$ cat config.mk
export PLATFORM = sky130hd
export DESIGN_NAME = sigmoid_alu_sequencer
export DESIGN_NICKNAME = d
export VERILOG_FILES = /design/src/rtl/sigmoid_alu_sequencer.sv
export SDC_FILE = /design/constraint.sdc
export NUM_CORES = 1
export LEC_CHECK = 0
export BUFFER_PORTS_ARGS = -buffer_cell sky130_fd_sc_hd__buf_2
export CORE_MARGIN = 2
export CORE_UTILIZATION = 25
export DETAILED_ROUTE_END_ITERATION = 7
export GPL_TIMING_DRIVEN = 0
export PLACE_DENSITY = 0.56
export RECOVER_POWER = 25
export SYNTH_ARGS = -nofsm -noshare
export SYNTH_HDL_FRONTEND = slang
export SYNTH_SLANG_ARGS = --single-unit
$ cat constraint.sdc
create_clock -name clk -period 2 [get_ports clk]
set_input_delay 0.3 -clock clk [delete_from_list [all_inputs] [get_ports clk]]
set_output_delay 0.3 -clock clk [all_outputs]
set_load 0.05 [all_outputs]
$ cat src/rtl/sigmoid_alu_sequencer.sv
// rtl/sigmoid_alu_sequencer.sv - operand/control sequencer feeding one neuron through the sigmoid ALU
//
// Purpose:
//   Computes one neuron per accepted start. Reads G = NUM_INPUTS/4 packed weight/input
//   groups from two sync-read memories, registers them as ALU operands, strobes clear
//   and accumulate at the ALU pipeline timing, then captures the 5-bit sigmoid output
//   and holds it on a valid/ready result port.
//
// Ports:
//   clk, n_rst                  clock (posedge) and asynchronous active-low reset
//   start, bias_in              one-cycle request (IDLE only) and neuron bias to latch
//   busy                        high in every state except IDLE
//   w_ren/x_ren, w_addr/x_addr  memory read enable and group index (same on both)
//   w_rdata/x_rdata             packed nibbles, lane 1 in [3:0], 1-cycle read latency
//   weight1..4, input1..4, bias registered ALU operands
//   clear, accumulate           ALU accumulator controls
//   alu_out                     ALU sigmoid output
//   result, result_valid        captured neuron output, held until result_ready
//   result_ready                consumer acceptance
module sigmoid_alu_sequencer #(
   parameter int NUM_INPUTS = 8,
   parameter int ADDR_W     = 8
) (
   input  logic              clk,
   input  logic              n_rst,
   input  logic              start,
   input  logic [3:0]        bias_in,
   output logic              busy,
   output logic              w_ren,
   output logic              x_ren,
   output logic [ADDR_W-1:0] w_addr,
   output logic [ADDR_W-1:0] x_addr,
   input  logic [15:0]       w_rdata,
   input  logic [15:0]       x_rdata,
   output logic [3:0]        weight1,
   output logic [3:0]        weight2,
   output logic [3:0]        weight3,
   output logic [3:0]        weight4,
   output logic [3:0]        input1,
   output logic [3:0]        input2,
   output logic [3:0]        input3,
   output logic [3:0]        input4,
   output logic [3:0]        bias,
   output logic              clear,
   output logic              accumulate,
   input  logic [4:0]        alu_out,
   output logic [4:0]        result,
   output logic              result_valid,
   input  logic              result_ready
);

   localparam int                G        = NUM_INPUTS / 4;
   localparam logic [ADDR_W-1:0] LAST_GRP = ADDR_W'(G - 1);

   typedef enum logic [2:0] {
      IDLE,
      CLEAR,
      STREAM,
      DRAIN,
      CAPTURE,
      DONE
   } state_t;

   state_t              state_q;
   logic                busy_q;
   logic                ren_q;
   logic                clear_q;
   logic [ADDR_W-1:0]   addr_q;
   logic [3:0]          bias_q;
   logic [4:0]          result_q;
   logic                result_valid_q;

   // vld_q[0]: read data valid, vld_q[1]: operand regs valid, vld_q[2]: accumulate strobe
   logic [2:0]          vld_q;
   logic [15:0]         wop_q;
   logic [15:0]         xop_q;
   logic [15:0]         wop_d;
   logic [15:0]         xop_d;

   // Control FSM; all outputs registered alongside the state.
   always_ff @(posedge clk or negedge n_rst) begin
      if (!n_rst) begin
         state_q        <= IDLE;
         busy_q         <= 1'b0;
         ren_q          <= 1'b0;
         clear_q        <= 1'b0;
         addr_q         <= '0;
         bias_q         <= '0;
         result_q       <= '0;
         result_valid_q <= 1'b0;
      end else begin
         case (state_q)
            IDLE: begin
               if (start) begin
                  state_q <= CLEAR;
                  busy_q  <= 1'b1;
                  bias_q  <= bias_in;
                  clear_q <= 1'b1;
                  ren_q   <= 1'b1;
                  addr_q  <= '0;
               end
            end
            // CLEAR issues group 0; STREAM issues the remaining groups. Both stop
            // once the last group address has been presented.
            CLEAR, STREAM: begin
               clear_q <= 1'b0;
               if (addr_q == LAST_GRP) begin
                  state_q <= DRAIN;
                  ren_q   <= 1'b0;
               end else begin
                  state_q <= STREAM;
                  addr_q  <= addr_q + 1'b1;
               end
            end
            // Wait until the final accumulate strobe is the only thing left in flight.
            DRAIN: begin
               if (vld_q[1:0] == 2'b00) begin
                  state_q <= CAPTURE;
               end
            end
            CAPTURE: begin
               result_q       <= alu_out;
               result_valid_q <= 1'b1;
               state_q        <= DONE;
            end
            DONE: begin
               if (result_ready) begin
                  result_valid_q <= 1'b0;
                  busy_q         <= 1'b0;
                  state_q        <= IDLE;
               end
            end
            default: begin
               state_q <= IDLE;
            end
         endcase
      end
   end

   // Operands are zeroed whenever the read stage holds no fetched group, so the
   // ALU never sees stale memory data between groups or neurons.
   always_comb begin
      wop_d = vld_q[0] ? w_rdata : '0;
      xop_d = vld_q[0] ? x_rdata : '0;
   end

   always_ff @(posedge clk or negedge n_rst) begin
      if (!n_rst) begin
         vld_q <= '0;
         wop_q <= '0;
         xop_q <= '0;
      end else begin
         vld_q <= {vld_q[1:0], ren_q};
         wop_q <= wop_d;
         xop_q <= xop_d;
      end
   end

   assign busy         = busy_q;
   assign w_ren        = ren_q;
   assign x_ren        = ren_q;
   assign w_addr       = addr_q;
   assign x_addr       = addr_q;
   assign weight1      = wop_q[3:0];
   assign weight2      = wop_q[7:4];
   assign weight3      = wop_q[11:8];
   assign weight4      = wop_q[15:12];
   assign input1       = xop_q[3:0];
   assign input2       = xop_q[7:4];
   assign input3       = xop_q[11:8];
   assign input4       = xop_q[15:12];
   assign bias         = bias_q;
   assign clear        = clear_q;
   assign accumulate   = vld_q[2];
   assign result       = result_q;
   assign result_valid = result_valid_q;

endmodule

==> out/results.ini <==
[finish]
antenna_cells = 0
drive_gt1_share_pct = 48.1
final_core_util_pct = 35.4
area_delta_synth_final_pct = 37.5
nets = 358
fin_area_um2 = 3270
fillers = 946

[global_routing]
grt_overflow = 0
grt.total_usage_pct = 11.2
grt_max_degree = 60
grt_pass1_vias = 1841
antenna_found_initial = 0
grt_pass1_wl_mm = 8.71

[logic_synthesis]
yosysMostFrequentCell = dfrtp_1
ys_warn_count = 0
avgSynthCellArea_um2 = 12.3
synthArstFlopShare_pct = 100
yosysSeqAreaShare_pct = 62.1
netlist.top_cell.by_area = dfrtp_1
syn_area_um2 = 2380
synthesis.instances = 193
yosysUniqueCellTypes = 41
synthTopCellsByArea = dfrtp_1 (62%), and2_1 (8.4%), nand2_1 (3.0%), buf_4 (2.8%), mux2_2 (2.8%)
yosys.area.top_type_share_pct = 62.1
synth-edff-count = 0
ys.flop_type = dfrtp_1
synth_seq_cells = 59
synth_top_cells_by_count = dfrtp_1 (59), and2_1 (32), nand2_1 (19), buf_4 (9)
synth_nets = 240

[placement]
place.gp.congestion = 0.716
post-place-ws_ns = 0.188
place_hpwl_mm = 3.82
io_buffers = 107
postPlaceCellArea_um2 = 3080

[route]
drt-wirelength-per-cell_um = 12.0
dr.max_layer_used = met4
vias_per_cell = 3.98
first_pass_iters = 4
drc = 0
finalWirelength_mm = 5.34
wl_met1_mm = 2.21
met2_wirelength_mm = 2.65
dr_wl_met3_um = 369
vias = 1772
ant_nets = 0
drt_iter0_markers = 66

[clock_network]
cts_post_setup_buffers_inserted = 0
clockRootBuffer = clkbuf_8
cts_htree_levels = 3
cts_tree = built
clock-sinks = 59
clock_path_buffers = 2
postCtsResizedCells = 0
postCtsHoldBufs = 0
insertion_delay_ns = 0.34
numCtsBuffers = 9
clk_pin_slew_ns = 0.07

[sta]
min_period_ns = 1.80
fin_hold_ws_ns = 0.150
finalHoldViolCount = 0
skew_ns = 0.0108
finalWorstSetupSlack_ns = 0.195
post-route-period-util_pct = 90.2
grt_setup_unrepaired = no
max_freq_mhz = 554
fin_tns_setup_ns = 0
finalSetupViolCount = 0
max_slew.worst_pin.slew_ns = 1.47
slew_headroom_pct = 2.09
report.final.slew_viol_count = 0

[floorplan]
placementRows = 35
num_io_pins = 108
initial_core_util_pct = 25.7
die_width_um = 102
die_h_um = 102
dieArea_um2 = 10300
core_um2 = 9240

[critical_path]
r2r-end = w_addr[7]
required_ns = 2.22
r2r_cells = 6
crit_type = flip-flop to flip-flop
r2r-start = w_addr[1]
r2r_setup_slack_ns = 0.20
endpoint_kind = flip-flop
cp_max_fo = 9
worstSetupStartpointType = flip-flop
crit_arrival_ns = 2.03

[power]
power.density_nw_per_um2 = 1900
ir_worst_vdd_v = 0.000694
p_leak_nw = 1.71

[min_path]
holdPathEnd = bias[0]
min_delay_path_depth = 3
hold_start = bias_in[0]
hp-class = input port to flip-flop

[run_status]
status = finished, final reports clean

[run]
cap_violations = 0

-- routing by layer --
metal,vias up,global-route usage (%)
li1,865,-
met1,838,13.1
met2,59,17.7
met3,10,4.76
met4,0,5.30
met5,-,0
-- how the worst max path moves through the flow --
stage | startpoint | to | slack [ns] | cells past startpoint
6_report | w_addr[1] | w_addr[7] | 0.20 | 6
5_1_grt | w_addr[0] | w_addr[7] | 0.1 | 5
4_1_cts | w_addr[1] | w_addr[7] | 0.17 | 6
3_5_place_dp | w_addr[1] | w_addr[7] | 0.19 | 6
3_3_place_gp | w_addr[0] | w_addr[7] | 0.21 | 5
2_1_floorplan | w_addr[1] | w_addr[7] | 0.04 | 6
-- worst max-delay path, stage by stage, from the launching register on --
cell and delay (ns):
dfrtp_1 0.41, inv_1 0.07, ha_1 0.19, nor4b_4 0.15
a211oi_4 0.42, nor2_2 0.11, a221o_1 0.35
-- report_power, final --
part | leakage [nW] | total (W) | internal (W) | switching (W)
clock network | 0.0991 | 0.00107 | 0.000603 | 0.000467
logic | 0.874 | 0.00329 | 0.000945 | 0.00234
registers | 0.736 | 0.00185 | 0.00158 | 0.000268
-- layout by cell type (no fill, tap or decap), types with 2 or more instances in the layout --
| cell type | netlist | routed |
|---|---|---|
| a21oi_1 | 3 | 3 |
| buf_2 | 0 | 106 |
| ha_1 | 2 | 2 |
| and3_2 | 2 | 2 |
| o21ai_0 | 6 | 6 |
| nand2_1 | 19 | 19 |
| nand3_1 | 8 | 8 |
| buf_6 | 2 | 2 |
| and2_1 | 32 | 32 |
| and3_1 | 2 | 2 |
| buf_4 | 9 | 9 |
| nor2_1 | 8 | 8 |
| clkbuf_8 | 1 | 11 |
| clkbuf_1 | 3 | 4 |
| nor3_1 | 3 | 3 |
| dfrtp_1 | 59 | 59 |
| inv_1 | 4 | 4 |
| mux2_2 | 6 | 6 |
| clkinv_2 | 0 | 3 |
-- state kept, by name (all words and copies together), names as in the netlist --
name,flops
busy,1
clear,1
w_addr,8
wop_q,16
vld_q,3
state_q,3
xop_q,16
bias,4
result_valid,1
result,5
w_ren,1
-- layout make-up --
type	count	area (µm²)	share of cell area, %
clock buffers	11	141	4.32
inverters	4	15.0	0.459
repair buffers	107	536	16.4
plain buffers	15	115	3.52
well taps	129	161	4.94
multi-input cells	115	772	23.6
flip-flops and latches	59	1480	45.2
clock inverters	5	52.6	1.61
-- through the flow --
| stage | instances | power [W] |
|---|---|---|
| final | 445 | 0.00621 |
| after global routing | 445 | 0.00659 |
| after CTS | 445 | 0.00631 |
| after detailed placement | 429 | 0.00521 |
| after global placement | 429 | 0.00517 |
| after floorplan | 193 | 0.00444 |
-- cells by family (layout without fill, tap and decap cells) --
| family | Yosys count | in the layout | share of synthesized area (%) |
|---|---|---|---|
| AO/OA/AOI/OAI | 19 | 19 | 6.10 |
| adder cells (fa/ha/maj) | 2 | 2 | 1.05 |
| AND/OR/NAND/NOR | 85 | 85 | 20.5 |
| buffers and inverters | 19 | 142 | 5.47 |
| flip-flops | 59 | 59 | 62.1 |
| XOR/XNOR | 2 | 2 | 1.53 |
| multiplexers | 7 | 7 | 3.26 |
(Power assumes the default switching activity.)
